`config.mk`:
```
export PLATFORM = sky130hd
export DESIGN_NAME = dds_freq_ctrl
export DESIGN_NICKNAME = d
export VERILOG_FILES = /design/src/rtl/dds_freq_ctrl.sv
export SDC_FILE = /design/constraint.sdc
export NUM_CORES = 1
export LEC_CHECK = 0
export BUFFER_PORTS_ARGS = -buffer_cell sky130_fd_sc_hd__buf_2
export CELL_PAD_IN_SITES_DETAIL_PLACEMENT = 1
export CELL_PAD_IN_SITES_GLOBAL_PLACEMENT = 2
export CORE_ASPECT_RATIO = 0.75
export CORE_MARGIN = 4
export CORE_UTILIZATION = 36
export DETAILED_ROUTE_END_ITERATION = 7
export HOLD_SLACK_MARGIN = 0.02
export PLACE_DENSITY_LB_ADDON = 0.1
export SLEW_MARGIN = 20
export SYNTH_ARGS = -nofsm -noshare
export SYNTH_HDL_FRONTEND = slang
export SYNTH_SLANG_ARGS = --single-unit
export TNS_END_PERCENT = 100
```
`constraint.sdc`:
```
create_clock -name sys_clk_i -period 2.6 [get_ports sys_clk_i]
set_clock_uncertainty 0.2 [all_clocks]
set_input_delay 0.52 -clock sys_clk_i [delete_from_list [all_inputs] [get_ports sys_clk_i]]
set_output_delay 0.52 -clock sys_clk_i [all_outputs]
set_load 0.01 [all_outputs]
```
`src/rtl/dds_freq_ctrl.sv`:
```
// dds_freq_ctrl: debounces the frequency buttons and keeps a saturating tuning word and a
// waveform select. Both are committed to the datapath only on a phase-accumulator wrap.
// Build option: define FREQ_AUTO_REPEAT_EN to enable auto-repeat on held buttons.
module dds_freq_ctrl #(
  parameter int unsigned DEBOUNCE_CYCLES = 1000000,
  parameter int unsigned REPEAT_DELAY    = 25000000,
  parameter int unsigned REPEAT_PERIOD   = 5000000,
  parameter logic [11:0] FREQ_INIT       = 12'd16,
  parameter logic [11:0] FREQ_MIN        = 12'd1,
  parameter logic [11:0] FREQ_MAX        = 12'd4095,
  parameter logic [11:0] FREQ_STEP       = 12'd1
) (
  input  logic        sys_clk_i,
  input  logic        reset_i,
  input  logic        freq_add_i,
  input  logic        freq_dec_i,
  input  logic [1:0]  switch_i,
  input  logic        phase_wrap_i,
  output logic [11:0] freq_word_o,
  output logic [1:0]  wave_sel_o,
  output logic        cfg_update_o
);

  localparam int unsigned DbW = $clog2(DEBOUNCE_CYCLES + 1);
  localparam logic [DbW-1:0] DbLast = DbW'(DEBOUNCE_CYCLES - 1);

`ifdef FREQ_AUTO_REPEAT_EN
  localparam int unsigned RptMax = (REPEAT_DELAY > REPEAT_PERIOD) ? REPEAT_DELAY : REPEAT_PERIOD;
  localparam int unsigned RptW = $clog2(RptMax + 1);
  localparam logic [RptW-1:0] RptDelayLast  = RptW'(REPEAT_DELAY - 1);
  localparam logic [RptW-1:0] RptPeriodLast = RptW'(REPEAT_PERIOD - 1);

  typedef enum logic [1:0] {StIdle, StHold, StRepeat} btn_state_e;
`else
  typedef enum logic {StIdle, StHold} btn_state_e;
`endif

  // Index 0 is the add button, index 1 the dec button.
  logic [1:0] btn_raw;
  assign btn_raw = {freq_dec_i, freq_add_i};

  logic [1:0] btn_s1_q, btn_s2_q;
  logic [1:0] sw_s1_q, sw_s2_q;

  // Two-flop synchronizers; the synchronized switch value is the pending waveform
  always_ff @(posedge sys_clk_i or posedge reset_i) begin
    if (reset_i) begin
      btn_s1_q <= '0;
      btn_s2_q <= '0;
      sw_s1_q  <= '0;
      sw_s2_q  <= '0;
    end else begin
      btn_s1_q <= btn_raw;
      btn_s2_q <= btn_s1_q;
      sw_s1_q  <= switch_i;
      sw_s2_q  <= sw_s1_q;
    end
  end

  logic [1:0]          btn_db_q, btn_db_d;
  logic [1:0][DbW-1:0] db_cnt_q, db_cnt_d;

  // Debounce: accept a new level once it has differed from the current one long enough
  always_comb begin
    btn_db_d = btn_db_q;
    db_cnt_d = '0;
    for (int b = 0; b < 2; b++) begin
      if (btn_s2_q[b] != btn_db_q[b]) begin
        if (db_cnt_q[b] == DbLast) begin
          btn_db_d[b] = ~btn_db_q[b];
        end else begin
          db_cnt_d[b] = db_cnt_q[b] + 1'b1;
        end
      end
    end
  end

  // Debounced level and stability counters
  always_ff @(posedge sys_clk_i or posedge reset_i) begin
    if (reset_i) begin
      btn_db_q <= '0;
      db_cnt_q <= '0;
    end else begin
      btn_db_q <= btn_db_d;
      db_cnt_q <= db_cnt_d;
    end
  end

  btn_state_e state_q [2];
  btn_state_e state_d [2];
  logic [1:0] step;

`ifdef FREQ_AUTO_REPEAT_EN
  logic [1:0][RptW-1:0] rpt_cnt_q, rpt_cnt_d;

  // Button FSMs: step on press, then after the hold delay, then every repeat period
  always_comb begin
    step      = '0;
    rpt_cnt_d = rpt_cnt_q;
    for (int b = 0; b < 2; b++) begin
      state_d[b] = state_q[b];
      unique case (state_q[b])
        StIdle: begin
          if (btn_db_q[b]) begin
            state_d[b]   = StHold;
            step[b]      = 1'b1;
            rpt_cnt_d[b] = '0;
          end
        end
        StHold: begin
          if (!btn_db_q[b]) begin
            state_d[b] = StIdle;
          end else if (rpt_cnt_q[b] == RptDelayLast) begin
            state_d[b]   = StRepeat;
            step[b]      = 1'b1;
            rpt_cnt_d[b] = '0;
          end else begin
            rpt_cnt_d[b] = rpt_cnt_q[b] + 1'b1;
          end
        end
        StRepeat: begin
          if (!btn_db_q[b]) begin
            state_d[b] = StIdle;
          end else if (rpt_cnt_q[b] == RptPeriodLast) begin
            step[b]      = 1'b1;
            rpt_cnt_d[b] = '0;
          end else begin
            rpt_cnt_d[b] = rpt_cnt_q[b] + 1'b1;
          end
        end
        default: state_d[b] = StIdle;
      endcase
    end
  end

  // Repeat timers
  always_ff @(posedge sys_clk_i or posedge reset_i) begin
    if (reset_i) begin
      rpt_cnt_q <= '0;
    end else begin
      rpt_cnt_q <= rpt_cnt_d;
    end
  end
`else
  // Button FSMs: exactly one step per debounced press
  always_comb begin
    step = '0;
    for (int b = 0; b < 2; b++) begin
      state_d[b] = state_q[b];
      unique case (state_q[b])
        StIdle: begin
          if (btn_db_q[b]) begin
            state_d[b] = StHold;
            step[b]    = 1'b1;
          end
        end
        StHold: begin
          if (!btn_db_q[b]) begin
            state_d[b] = StIdle;
          end
        end
        default: state_d[b] = StIdle;
      endcase
    end
  end
`endif

  // Button FSM state registers
  always_ff @(posedge sys_clk_i or posedge reset_i) begin
    if (reset_i) begin
      for (int b = 0; b < 2; b++) begin
        state_q[b] <= StIdle;
      end
    end else begin
      for (int b = 0; b < 2; b++) begin
        state_q[b] <= state_d[b];
      end
    end
  end

  logic [11:0] freq_pend_q, freq_pend_d;
  logic [11:0] freq_word_q, freq_word_d;
  logic [1:0]  wave_sel_q, wave_sel_d;
  logic        cfg_update_q, cfg_update_d;
  logic [12:0] inc_sum, dec_diff;
  logic        pending, commit;

  // Saturating step arithmetic and wrap-aligned commit; commit uses the pre-step pending value
  always_comb begin
    inc_sum  = {1'b0, freq_pend_q} + {1'b0, FREQ_STEP};
    dec_diff = {1'b0, freq_pend_q} - {1'b0, FREQ_STEP};

    freq_pend_d = freq_pend_q;
    if (step == 2'b01) begin
      freq_pend_d = (inc_sum > {1'b0, FREQ_MAX}) ? FREQ_MAX : inc_sum[11:0];
    end else if (step == 2'b10) begin
      // Bit 12 set means the subtraction borrowed.
      freq_pend_d = (dec_diff[12] || (dec_diff < {1'b0, FREQ_MIN})) ? FREQ_MIN : dec_diff[11:0];
    end

    pending      = (freq_pend_q != freq_word_q) || (sw_s2_q != wave_sel_q);
    commit       = phase_wrap_i && pending;
    freq_word_d  = commit ? freq_pend_q : freq_word_q;
    wave_sel_d   = commit ? sw_s2_q : wave_sel_q;
    cfg_update_d = commit;
  end

  // Pending and committed configuration registers
  always_ff @(posedge sys_clk_i or posedge reset_i) begin
    if (reset_i) begin
      freq_pend_q  <= FREQ_INIT;
      freq_word_q  <= FREQ_INIT;
      wave_sel_q   <= 2'b00;
      cfg_update_q <= 1'b0;
    end else begin
      freq_pend_q  <= freq_pend_d;
      freq_word_q  <= freq_word_d;
      wave_sel_q   <= wave_sel_d;
      cfg_update_q <= cfg_update_d;
    end
  end

  assign freq_word_o  = freq_word_q;
  assign wave_sel_o   = wave_sel_q;
  assign cfg_update_o = cfg_update_q;

endmodule

```
==> results.sh, run 1 <==
export IMPL_slew_headroom=0.661
export IMPL_synth_net_count=441
export IMPL_total_switching_power_mw=0.605
export IMPL_final_layout_size_suffix_gt1_frac=0.177
export IMPL_ff_latch_area_mm2=0.00198
export IMPL_portBuffers=21
export IMPL_die_area_mm2=0.0134
export IMPL_clock_insertion_delay_worst_skew_ns=0.33
export IMPL_first_pass_grt_wire_length_mm=18.7
export IMPL_initial_core_utilization=0.375
export IMPL_number_of_warnings_reported_in_the_yosys_synthesis_log=0
export IMPL_top_level_ports=22
export IMPL_worst_setup_path_end_kind="register"
export IMPL_grt_start_max_net_pins=45
export IMPL_place_worst_setup_slack_ns=-0.00309
export IMPL_final_max_slew_violation_count=0
export IMPL_grt_pass1_vias=3355
export IMPL_max_cap_violations=0
export IMPL_place_detailed_hpwl_mm=7.93
export IMPL_fin_crit_sh=0.964
export IMPL_clkPwrFrac=0.440
export IMPL_clock_slew_at_reported_path_ffs_ns=0.06
export IMPL_core_area_mm2=0.0111
export IMPL_r2r_worst_path_cells=8
export IMPL_drc_violation_count_after_routing=0
export IMPL_synth_cell_area_mm2=0.00416
export IMPL_holdCritStartpoint="switch_i[1]"
export IMPL_power_ir_vdd_worst_mv=0.323
export IMPL_htreeDepth=3
export IMPL_netlist_instances=428
export IMPL_antenna_found_initial=0
export IMPL_internal_power_mw=2.01
export IMPL_synth_seq_cells=79
export IMPL_die_width_um=132
export IMPL_fill_cells=1229
export IMPL_maximum_clock_frequency_mhz=399
export IMPL_cp_data_required_time_ns=2.62
export IMPL_place_congestion=0.854
export IMPL_initialDrtViolationCount=145
export IMPL_floorplan_die_height_um=101
export IMPL_tritoncts="built"
export IMPL_critical_path_startpoint="freq_pend_q[1]"
export IMPL_critPathKind="reg -> reg"
export IMPL_min_period_ns=2.51
export IMPL_rsz0062_at_grt="yes"
export IMPL_timing_hold_worst_class="in -> reg"
export IMPL_setup_violations_final=0
export IMPL_r2r_start="freq_pend_q[1]"
export IMPL_synth_flop_cell="dfrtp_1"
export IMPL_static_leakage_power_nw=2.08
export IMPL_setup_ws_ns=0.0928
export IMPL_fin_util=0.438
export IMPL_synth_edf_count=0
export IMPL_total_area_of_multi_input_combinational_cells_mm2=0.00207
export IMPL_worst_r2r_setup_slack_ns=0.09
export IMPL_ctsLongestPathBuffers=2
export IMPL_power_share_combinational=0.069
export IMPL_wirelength_mm=11.0
export IMPL_design_power_total_mw=2.61
export IMPL_min_delay_path_depth=1
export IMPL_critical_path_startpoint_type="register"
export IMPL_power_density_mw_per_mm2=537
export IMPL_via_per_inst=5.26
export IMPL_globalRoute_totalOverflow=0
export IMPL_synth_seq_area_share=0.476
export IMPL_crit_reg2reg_capture="freq_pend_q[2]"
export IMPL_cp_max_fo=7
export IMPL_detail_route_wl_per_cell_um=18.0
export IMPL_pwr_share_seq=0.491
export IMPL_min_delay_worst_endpoint="sw_s1_q[1]"
export IMPL_detailroute_via_count=3201
export IMPL_hold_slack_ns=0.0999
export IMPL_row_count=33
export IMPL_synth_cell_types=57
export IMPL_avgSynthCellArea_um2=9.72
export IMPL_grtUsageTotal=0.177
export IMPL_outcome="finished clean"
export IMPL_swShare=0.232
export IMPL_cts_sinks=79
export IMPL_cts_root_buffer_cell="clkbuf_16"
export IMPL_async_reset_ff_frac=1.00
export IMPL_nets=476
export IMPL_worst_slew_pin_slew_ns=0.509
export IMPL_synthToLayoutAreaGrowth_pct=16.8
export IMPL_timing_hold_violations_final=0
export IMPL_detailedRoute_firstPassIterationCount=4
export IMPL_route_antenna_remaining_nets=0
export IMPL_antenna_diode_count=0
export IMPL_worstPathArrival_ns=2.52
export IMPL_tritoncts_num_buffers=9
kinds of logic after synthesis:
| group | count (synthesis) | synth area share |
|---|---|---|
| xor gates and xnor gates | 62 | 0.130 |
| adders and majority gates | 6 | 0.0180 |
| muxes | 10 | 0.0268 |
| buffers and inverters | 37 | 0.0406 |
| AOI/OAI and AO/OA | 54 | 0.0845 |
| and+or+nand+nor | 180 | 0.224 |
| DFF | 79 | 0.476 |
power by group through the flow:
stage               sequential (mW)  combinational (mW)  clock [mW]
finish                         1.28               0.180        1.15
CTS                            1.28               0.187        1.20
global route                   1.29               0.201        1.26
floorplan                      1.31              0.0982           0
global placement               1.30               0.182           0
detailed placement             1.30               0.185           0
registers in the layout, summed over array words and instances (netlist names):
name and count:
btn_db_q 2, btn_s2_q 2, wave_sel_o 2, state_q 2, cfg_update_o 1, sw_s2_q 2, freq_pend_q 12, sw_s1_q 2
freq_word_o 12, db_cnt_q 40, btn_s1_q 2
critical path: stages, from the launching register on:
cell,delay [ns]
dfrtp_1,0.35
inv_1,0.09
ha_4,0.29
or4bb_1,0.41
nor3_2,0.16
nand4_1,0.18
o21ai_4,0.33
nor2_1,0.08
a211o_1,0.29
layout make-up:
class                   count  share of cell area
clock buffers              15              0.0530
clock inverters             1             0.00103
inverters                  18              0.0147
multi-input cells         312               0.427
flip-flops and latches     79               0.407
well taps                 140              0.0360
repair buffers             43              0.0613
per-stage QoR:
| stage | TNS, ns | instance area, um2 | instances |
|---|---|---|---|
| after floorplan | 0 | 4170 | 428 |
| after global placement | 0 | 4520 | 590 |
| after detailed placement | -0.00309 | 4520 | 590 |
| after CTS | 0 | 4800 | 607 |
| after global routing | -0.0542 | 4860 | 608 |
| final | 0 | 4860 | 608 |
layout by cell type, fill, tap and decap left out, drive strengths merged, types with 3 or more instances in the layout:
master and instances:
dfrtp 77, nor2 59, buf 42, xnor2 41
nand3 31, nand2 23, xor2 21, inv 17
o21ai 16, clkbuf 15, nor3 12, nand4 11
nor4 11, mux2 9, a21oi 8, and4 7
ha 6, or3 6, a31oi 5, o31ai 4
or2 3, o22ai 3, and3 3, and2 3
o31a 3
worst max-delay path by stage:
stage	end	slack (ns)	cells past startpoint
after floorplan	freq_pend_q[6]	0.06	9
after global placement	freq_pend_q[7]	0.11	8
after detailed placement	freq_pend_q[2]	-0.003	8
after CTS	freq_pend_q[2]	0.02	8
after global routing	freq_pend_q[6]	-0.03	8
final	freq_pend_q[2]	0.09	8
repair_timing:
| item | in CTS | in global routing |
|---|---|---|
| buffers inserted | 0 | 1 |
| hold buffers | 1 | 0 |
| resized for setup | 1 | 8 |
| pin swaps | 0 | 2 |
| endpoints found under the setup margin | 2 | 7 |
| endpoints found under the hold margin | 13 | 0 |
synthesized netlist by cell type, types with 2 or more instances:
cell type,number,area [um2]
a211o_1,2,17.5
a21o_1,2,15.0
a21oi_1,8,40.0
a22oi_1,2,15.0
a31oi_1,5,31.3
and2_1,2,12.5
and3_1,3,18.8
and4_1,6,52.6
buf_2,8,40.0
buf_6,2,22.5
clkbuf_1,7,26.3
dfrtp_1,77,1930
dfstp_2,2,52.6
ha_1,6,75.1
inv_1,18,67.6
mux2_2,9,101
nand2_1,23,86.3
nand2b_1,2,12.5
nand3_1,31,155
nand4_1,11,68.8
nor2_1,59,221
nor2b_1,2,12.5
nor3_1,11,55.1
nor4_1,10,62.6
o21ai_0,15,75.1
o22ai_1,3,18.8
o31a_1,3,26.3
o31ai_1,4,30.0
or2_2,3,18.8
or3_1,3,18.8
or3_4,3,33.8
xnor2_1,41,359
xor2_1,21,184
metal layers:
metal | vias to the layer above | track usage | part of all wire
met2 | 68 | 0.251 | 0.40
met5 | - | 0 | 0
met3 | 10 | 0.0459 | 0.057
met4 | 0 | 0.0436 | 0.010
li1 | 1558 | - | -
met1 | 1565 | 0.268 | 0.53
Power figures use the tool's default switching activity.
==> run 2: changes to the inputs <==
CORE_MARGIN = 2   (was 4)
==> results.sh, run 2 (synthesized netlist as in run 1, its figures left out) <==
export IMPL_outcome="finished clean"
export IMPL_final_max_slew_violation_count=0
export IMPL_slew_headroom=0.661
export IMPL_route_antenna_remaining_nets=0
export IMPL_globalRoute_totalOverflow=0
export IMPL_timing_hold_worst_class="in -> reg"
export IMPL_grt_pass1_vias=3398
export IMPL_design_power_total_mw=2.85
export IMPL_row_count=33
export IMPL_max_flop_register="db_cnt_q"
export IMPL_tritoncts="built"
export IMPL_first_pass_grt_wire_length_mm=18.3
export IMPL_maximum_clock_frequency_mhz=410
export IMPL_timing_hold_violations_final=0
export IMPL_detailedRoute_firstPassIterationCount=4
export IMPL_grtUsageTotal=0.190
export IMPL_top_level_ports=22
export IMPL_worst_slew_pin_slew_ns=0.504
export IMPL_post_cts_setup_buffer_count=0
export IMPL_setup_violations_final=0
export IMPL_placed_cell_area_mm2=0.00453
export IMPL_clock_insertion_delay_worst_skew_ns=0.34
export IMPL_detail_route_wl_per_cell_um=18.0
export IMPL_floorplan_die_height_um=97.1
export IMPL_detailroute_via_count=3234
export IMPL_cts_root_buffer_cell="clkbuf_16"
export IMPL_synthToLayoutAreaGrowth_pct=18.2
export IMPL_htreeDepth=3
export IMPL_min_period_ns=2.44
export IMPL_initial_core_utilization=0.375
export IMPL_fin_area_mm2=0.00492
export IMPL_fill_cells=1255
export IMPL_cp_data_required_time_ns=2.61
export IMPL_tritoncts_num_buffers=9
export IMPL_layout_commonest_cell="dfrtp_1"
export IMPL_drc_violation_count_after_routing=0
export IMPL_final_cell_mix="76 x dfrtp_1, 59 x nor2_1, 41 x xnor2_1"
export IMPL_rsz0062_at_grt="no"
export IMPL_core_area_mm2=0.0111
export IMPL_holdCritStartpoint="freq_dec_i"
export IMPL_static_leakage_power_nw=2.10
export IMPL_largest_register_ffs=40
export IMPL_antenna_diode_count=0
export IMPL_power_ir_vdd_worst_mv=0.296
export IMPL_die_width_um=128
export IMPL_worst_r2r_setup_slack_ns=0.16
export IMPL_place_detailed_hpwl_mm=8.03
export IMPL_grt_start_max_net_pins=34
export IMPL_fin_setup_tns_ns=0
export IMPL_ctsLongestPathBuffers=2
export IMPL_final_layout_size_suffix_gt1_frac=0.186
export IMPL_cp_max_fo=6
export IMPL_cts_sinks=79
export IMPL_wirelength_mm=11.0
export IMPL_worstPathArrival_ns=2.45
export IMPL_fin_crit_sh=0.938
export IMPL_initialDrtViolationCount=145
export IMPL_via_per_inst=5.31
export IMPL_total_area_of_multi_input_combinational_cells_mm2=0.00207
export IMPL_worst_setup_path_end_kind="register"
export IMPL_max_cap_violations=0
export IMPL_nets=477
export IMPL_clock_slew_at_reported_path_ffs_ns=0.06
export IMPL_power_density_mw_per_mm2=579
export IMPL_critical_path_startpoint="freq_pend_q[7]"
export IMPL_r2r_start="freq_pend_q[7]"
export IMPL_antenna_found_initial=0
export IMPL_critical_path_startpoint_type="register"
export IMPL_place_congestion=0.889
export IMPL_die_area_mm2=0.0124
export IMPL_portBuffers=21
export IMPL_ff_latch_area_mm2=0.00198
export IMPL_critPathKind="reg -> reg"
==> run 2: final timing paths <==
kind                             endpoint  depth (start not counted)
max                        freq_pend_q[6]                          6
min                           btn_s1_q[1]                          1
max reg2reg                freq_pend_q[6]                          6
min reg2reg                   btn_s2_q[1]                          0
max in group asynchronous  freq_word_o[4]                          4
min in group asynchronous      sw_s2_q[1]                          3
==> run 2: through the flow <==
step,instances,util,setup slack (ns),hold WS (ns)
2_1_floorplan,428,-,0.0648,0.131
3_3_place_gp,592,0.408,0.160,0.140
3_5_place_dp,592,0.408,-0.0834,0.136
4_1_cts,609,0.439,0.0137,0.0751
5_1_grt,609,0.443,0.0332,0.0806
6_report,609,0.443,0.161,0.0887
==> run 2: where the power goes <==
group / internal (mW) / switching (mW) / leakage, nW / total (mW)
sequential: 1.26 / 0.0220 / 1.07 / 1.28
combinational: 0.0686 / 0.108 / 0.880 / 0.177
clock: 0.868 / 0.523 / 0.156 / 1.39
total: 2.20 / 0.653 / 2.10 / 2.85
==> run 2: layer usage <==
layer  routed length, um  up-vias  GRT usage
met5                   0        -          0
met4                 114        0     0.0558
met3                 626       10     0.0534
met2                4560       65      0.267
met1                5670     1600      0.283
li1                    -     1559          -
==> run 2: final cells by class <==
type / instances / area share
clock buffer: 11 / 0.0494
inverter: 18 / 0.0145
sequential: 79 / 0.404
tap: 140 / 0.0356
timing repair buffer: 44 / 0.0595
clock inverter: 5 / 0.0165
multi-input combinational: 312 / 0.421
==> run 2: what timing repair did <==
action	in CTS	in global routing
pin swaps	0	3
hold endpoints to repair	13	0
hold buffers	1	0
resized for setup	2	8
setup endpoints to repair	1	5
==> run 2: worst max-delay path, stage by stage (launching register included) <==
cell	delay [ns]
dfrtp_1	0.46
or4_4	0.56
nor4_4	0.37
or2_2	0.23
a21oi_1	0.07
a2111oi_2	0.36
a21oi_1	0.07
